File: src/rtl/sha256d_header_feeder.sv
// ---------------------------------------------------------------------------
// sha256d_header_feeder
//
// Drives a SHA256 block core through a complete double SHA-256 of an 80-byte
// block header. Pass 1 sends the header as a two-block HEADER job. The second
// block is the header tail followed by padding and the 640-bit length. Pass 2
// sends the 256-bit pass-1 digest as a single padded HASH block. The pass-2
// result is presented on digest.
//
// Ports
//   CLK            clock, rising edge
//   nreset         asynchronous active-low reset (shared with the core)
//   hdr_valid      header request; taken when hdr_valid && hdr_ready
//   header[639:0]  header bytes, first byte in [639:632]
//   hdr_ready      request can be accepted this cycle
//   busy           a header is being hashed (accept .. digest_valid)
//   digest[255:0]  SHA256(SHA256(header)), H0 in [255:224], held
//   digest_valid   one-cycle pulse when digest updates
//   core_start     one-cycle start pulse to the core
//   core_msg[511:0] message block to the core, W0 in [511:480]
//   core_blk_type  0 = HASH (one block), 2 = HEADER (two blocks)
//   core_hash[255:0] core result, valid while core_blk_done is high
//   core_blk_done  core pulse at the end of each block
// ---------------------------------------------------------------------------
module sha256d_header_feeder (
  input  logic         CLK,
  input  logic         nreset,
  input  logic         hdr_valid,
  input  logic [639:0] header,
  output logic         hdr_ready,
  output logic         busy,
  output logic [255:0] digest,
  output logic         digest_valid,
  output logic         core_start,
  output logic [511:0] core_msg,
  output logic [1:0]   core_blk_type,
  input  logic [255:0] core_hash,
  input  logic         core_blk_done
);

  typedef enum logic [2:0] {
    IDLE  = 3'd0,
    P1_B1 = 3'd1,
    P1_B2 = 3'd2,
    P2    = 3'd3,
    OUT   = 3'd4
  } state_t;

  localparam logic [1:0]  BLK_HASH   = 2'd0;
  localparam logic [1:0]  BLK_HEADER = 2'd2;
  // Big-endian bit counts placed in the final 64 bits of each padded message.
  localparam logic [63:0] HDR_BITS   = 64'd640;
  localparam logic [63:0] DIG_BITS   = 64'd256;

  state_t         state_reg,  state_next;
  logic [639:0]   hdr_reg,    hdr_next;
  logic [511:0]   msg_reg,    msg_next;
  logic [1:0]     type_reg,   type_next;
  logic           start_reg,  start_next;
  logic [255:0]   digest_reg, digest_next;

  logic           accept;

  // OUT also accepts a request. This lets a held hdr_valid start the next
  // header on the edge that ends the digest_valid cycle.
  assign hdr_ready    = (state_reg == IDLE) || (state_reg == OUT);
  assign busy         = (state_reg == P1_B1) || (state_reg == P1_B2) ||
                        (state_reg == P2);
  assign digest_valid = (state_reg == OUT);
  assign accept       = hdr_valid && hdr_ready;

  assign digest        = digest_reg;
  assign core_start    = start_reg;
  assign core_msg      = msg_reg;
  assign core_blk_type = type_reg;

  always_ff @(posedge CLK or negedge nreset) begin
    if (!nreset) begin
      state_reg  <= IDLE;
      hdr_reg    <= '0;
      msg_reg    <= '0;
      type_reg   <= BLK_HASH;
      start_reg  <= 1'b0;
      digest_reg <= '0;
    end else begin
      state_reg  <= state_next;
      hdr_reg    <= hdr_next;
      msg_reg    <= msg_next;
      type_reg   <= type_next;
      start_reg  <= start_next;
      digest_reg <= digest_next;
    end
  end

  always_comb begin
    state_next  = state_reg;
    hdr_next    = hdr_reg;
    msg_next    = msg_reg;
    type_next   = type_reg;
    start_next  = 1'b0;            // start is only ever a single-cycle pulse
    digest_next = digest_reg;

    case (state_reg)
      // A core_blk_done seen here is a protocol error and is ignored.
      IDLE, OUT: begin
        if (accept) begin
          hdr_next   = header;
          msg_next   = header[639:128];
          type_next  = BLK_HEADER;
          start_next = 1'b1;
          state_next = P1_B1;
        end else begin
          state_next = IDLE;
        end
      end

      // The core picks up block 2 two edges after raising blk_done. It is
      // registered on the first of those edges, so it is stable in time.
      P1_B1: begin
        if (core_blk_done) begin
          msg_next   = {hdr_reg[127:0], 8'h80, {312{1'b0}}, HDR_BITS};
          state_next = P1_B2;
        end
      end

      P1_B2: begin
        if (core_blk_done) begin
          msg_next   = {core_hash, 8'h80, {184{1'b0}}, DIG_BITS};
          type_next  = BLK_HASH;
          start_next = 1'b1;
          state_next = P2;
        end
      end

      P2: begin
        if (core_blk_done) begin
          digest_next = core_hash;
          state_next  = OUT;
        end
      end

      default: state_next = IDLE;
    endcase
  end

endmodule
File: config.mk
export PLATFORM = sky130hd
export DESIGN_NAME = sha256d_header_feeder
export DESIGN_NICKNAME = d
export VERILOG_FILES = /design/src/rtl/sha256d_header_feeder.sv
export SDC_FILE = /design/constraint.sdc
export NUM_CORES = 2
export LEC_CHECK = 0
export BUFFER_PORTS_ARGS = -buffer_cell sky130_fd_sc_hd__clkbuf_2
export CAP_MARGIN = 10
export CELL_PAD_IN_SITES_DETAIL_PLACEMENT = 1
export CELL_PAD_IN_SITES_GLOBAL_PLACEMENT = 1
export CORE_AREA = 2 2 656 658
export DETAILED_ROUTE_END_ITERATION = 10
export DIE_AREA = 0 0 658 660
export PLACE_DENSITY_LB_ADDON = 0.08
export SETUP_SLACK_MARGIN = 0.5
export SYNTH_ARGS = -nofsm -noshare
export SYNTH_HDL_FRONTEND = slang
export SYNTH_SLANG_ARGS = --single-unit
File: constraint.sdc
create_clock -name CLK -period 3.96 [get_ports CLK]
set_input_delay 0.198 -clock CLK [delete_from_list [all_inputs] [get_ports CLK]]
set_output_delay 0.198 -clock CLK [all_outputs]
set_load 0.05 [all_outputs]
==> results.yml <==
sta:
  skew_ns: 0.04416
  setup_tns_ns: 0
  fmax_mhz: 342.9
  finalCritPeriodShare_pct: 73.65
  final_hold_viol_count: 0
  slew_violations: 0
  rsz0062_at_grt: "false"
  slew_headroom_pct: 10.97
  tightest_slew_ns: 1.335
  layout_min_cycle_time_ns: 2.917
  setup_viol: 0
die:
  die_h_microns: 660
  ios: 1674
  dieArea_sq_um: 434300
  start_util_pct: 9.177
  fp.coreArea_sq_um: 426700
  fp.dieW_microns: 658
  rows: 240
synth:
  yosysSeqAreaShare_pct: 57.58
  syn_nets: 4643
  yosysMostFrequentCell: "nand2_1"
  syn_area_sq_um: 39160
  async_flop_share_pct: 100.0
  synthTopCellsByCount: "nand2_1, dfrtp_1, a22o_1"
  synth_edf_count: 0
  ys_ff_latch: 901
  avgSynthCellArea_sq_um: 10.46
  synth_top_cells_by_area: "dfrtp_1, nand2_1, a22o_1"
  synth.largest_area_cell: "dfrtp_1"
  syn_inst: 3743
  synth_top_area_share_pct: 57.58
  synth.distinct_cells: 33
  yosys_warnings: 0
  synthFlopType: "dfrtp_1"
placement:
  dp.cells: 10880
  gp_congestion: 0.8451
  numPortBuffers: 1672
  dpl.hpwl_microns: 265900
critical_path:
  cp_data_arrival_time_ns: 3.64
  crit_path_cell_trace: "nand2_4 > buf_12 > o32ai_1 > nor2_1 > dlygate4sd3_1 > mux2_2"
  endpoint_kind: "register"
  crit_type: "register to register"
  cp_slowest_cell: "dfrtp_4"
  ff2ff_path_depth: 6
  start_kind: "register"
  path_buf_inv: 2
  path_delay_family: "buffers and inverters"
  slowest_delay_ns: 0.68
  cp_max_fo: 38
  cp_data_required_time_ns: 4.68
  path_depth: 6
clock_tree:
  htreeDepth: 4
  cts_root_buf: "clkbuf_16"
  clk_latency_ns: 0.87
  post-cts-setup-buffers: 0
  hold_buffers: 933
  tritoncts: "yes"
  cts-buffers-inserted: 149
  clockBufferDepth: 4
  clock_sinks: 901
  clk_pin_slew_ns: 0.06
  ctsResizeCount: 0
grt:
  overflow: 0
  grtUsageTotal_pct: 15.37
  grt_pass1_wl_microns: 451100
  antenna_found_initial: 230
  grt_max_degree: 134
  grt_pass1_vias: 44530
routing:
  via_per_inst: 3.373
  drtPass1Iterations: 7
  final_antenna_net_count: 0
  wl_microns: 344400
  routedWlPerCell_microns: 28.37
  initialDrtViolationCount: 2017
  via_count: 40940
  drc: 0
layout:
  utilization_pct: 16.08
  drive_gt1_share_pct: 33.94
  finalNetCount: 7179
  area_growth_pct: 75.22
  largest_register_ff_count: 512
  stdcell_count: 12140
power_and_ir_drop:
  p_leak_uw: 0.03262
  irDropWorstVdd_v: 0.0006141
  finalPower_uw: 64850
  power_density_nw_per_um2: 945.1
min_path:
  hold_path_depth: 4
  holdCritPathClass: "input pin to register"
outcome:
  outcome: "finished, final reports clean"
job:
  cap_violations: 0
[power by group]
group | total [uW] | switching [uW] | internal (uW)
logic | 35500 | 26200 | 9280
registers | 15900 | 2550 | 13400
clock network | 13500 | 5640 | 7820
[per-stage QoR]
stage / worst slack (ns) / hold WS (ns) / instance area (sq um)
floorplan: 1.588 / -0.09759 / 39160
global placement: 0.9066 / 0.3201 / 54440
detailed placement: 0.8780 / 0.3240 / 54440
CTS: 0.8536 / 0.0005379 / 68450
global route: 0.8297 / 0.04548 / 68510
finish: 1.043 / 0.1074 / 68610
[cell type report]
class | count | area [sq um]
sequential | 901 | 22560
clock inverter | 27 | 300.3
multi-input combinational | 2465 | 15010
antenna | 66 | 165.2
timing repair buffer | 2698 | 18840
clock buffer | 230 | 4367
fill | 49630 | 358100
inverter | 64 | 255.2
tap | 5687 | 7116
[metal layers]
layer,vias to the layer above,part of all wire (%),global-route usage (%)
met3,546,6.7,4.736
li1,18210,-,-
met2,1459,52,28.73
met1,20670,38,16.96
met4,54,2.7,3.123
met5,-,0.10,0
[placed cells by master (no fill, tap or decap), drive strengths merged, types with 2 or more instances in the layout]
cell         count
clkbuf        1901
nand2         1161
dlygate4sd3    933
dfrtp          901
a22o           379
mux2           198
nor2           194
o32ai          132
buf             94
inv             70
nor2b           67
o21a            67
diode           66
mux2i           64
a21oi           62
o32a            62
o221ai          62
clkinv          15
bufinv           4
o21ai            4
nand2b           3
o2bb2ai          2
clkinvlp         2
a21o             2
[worst min-delay path: stages]
cell and delay (ns):
dlygate4sd3_1 0.55, clkbuf_2 0.11, nand2_1 0.04, nand2_1 0.05
[worst paths after layout]
kind                              start       endpoint  slack [ns]
setup / recovery           state_reg[0]  core_msg[510]        1.04
hold / removal              header[105]   hdr_reg[105]        0.11
setup reg to reg           state_reg[0]  core_msg[510]        1.04
hold reg to reg              digest[28]     digest[28]        0.47
max in group asynchronous        nreset  core_msg[366]        1.95
min in group asynchronous        nreset    hdr_reg[78]        0.59
[cell families after synthesis]
group / Yosys count / share of synthesized area, %
multiplexers: 262 / 7.330
other: 1 / 0.009576
AND/OR/NAND/NOR: 1429 / 14.19
flip-flops: 901 / 57.58
AO/OA/AOI/OAI: 772 / 16.62
XOR/XNOR: 1 / 0.02237
buffers and inverters: 377 / 4.249
Note: power is estimated with default switching activity, not from simulation.
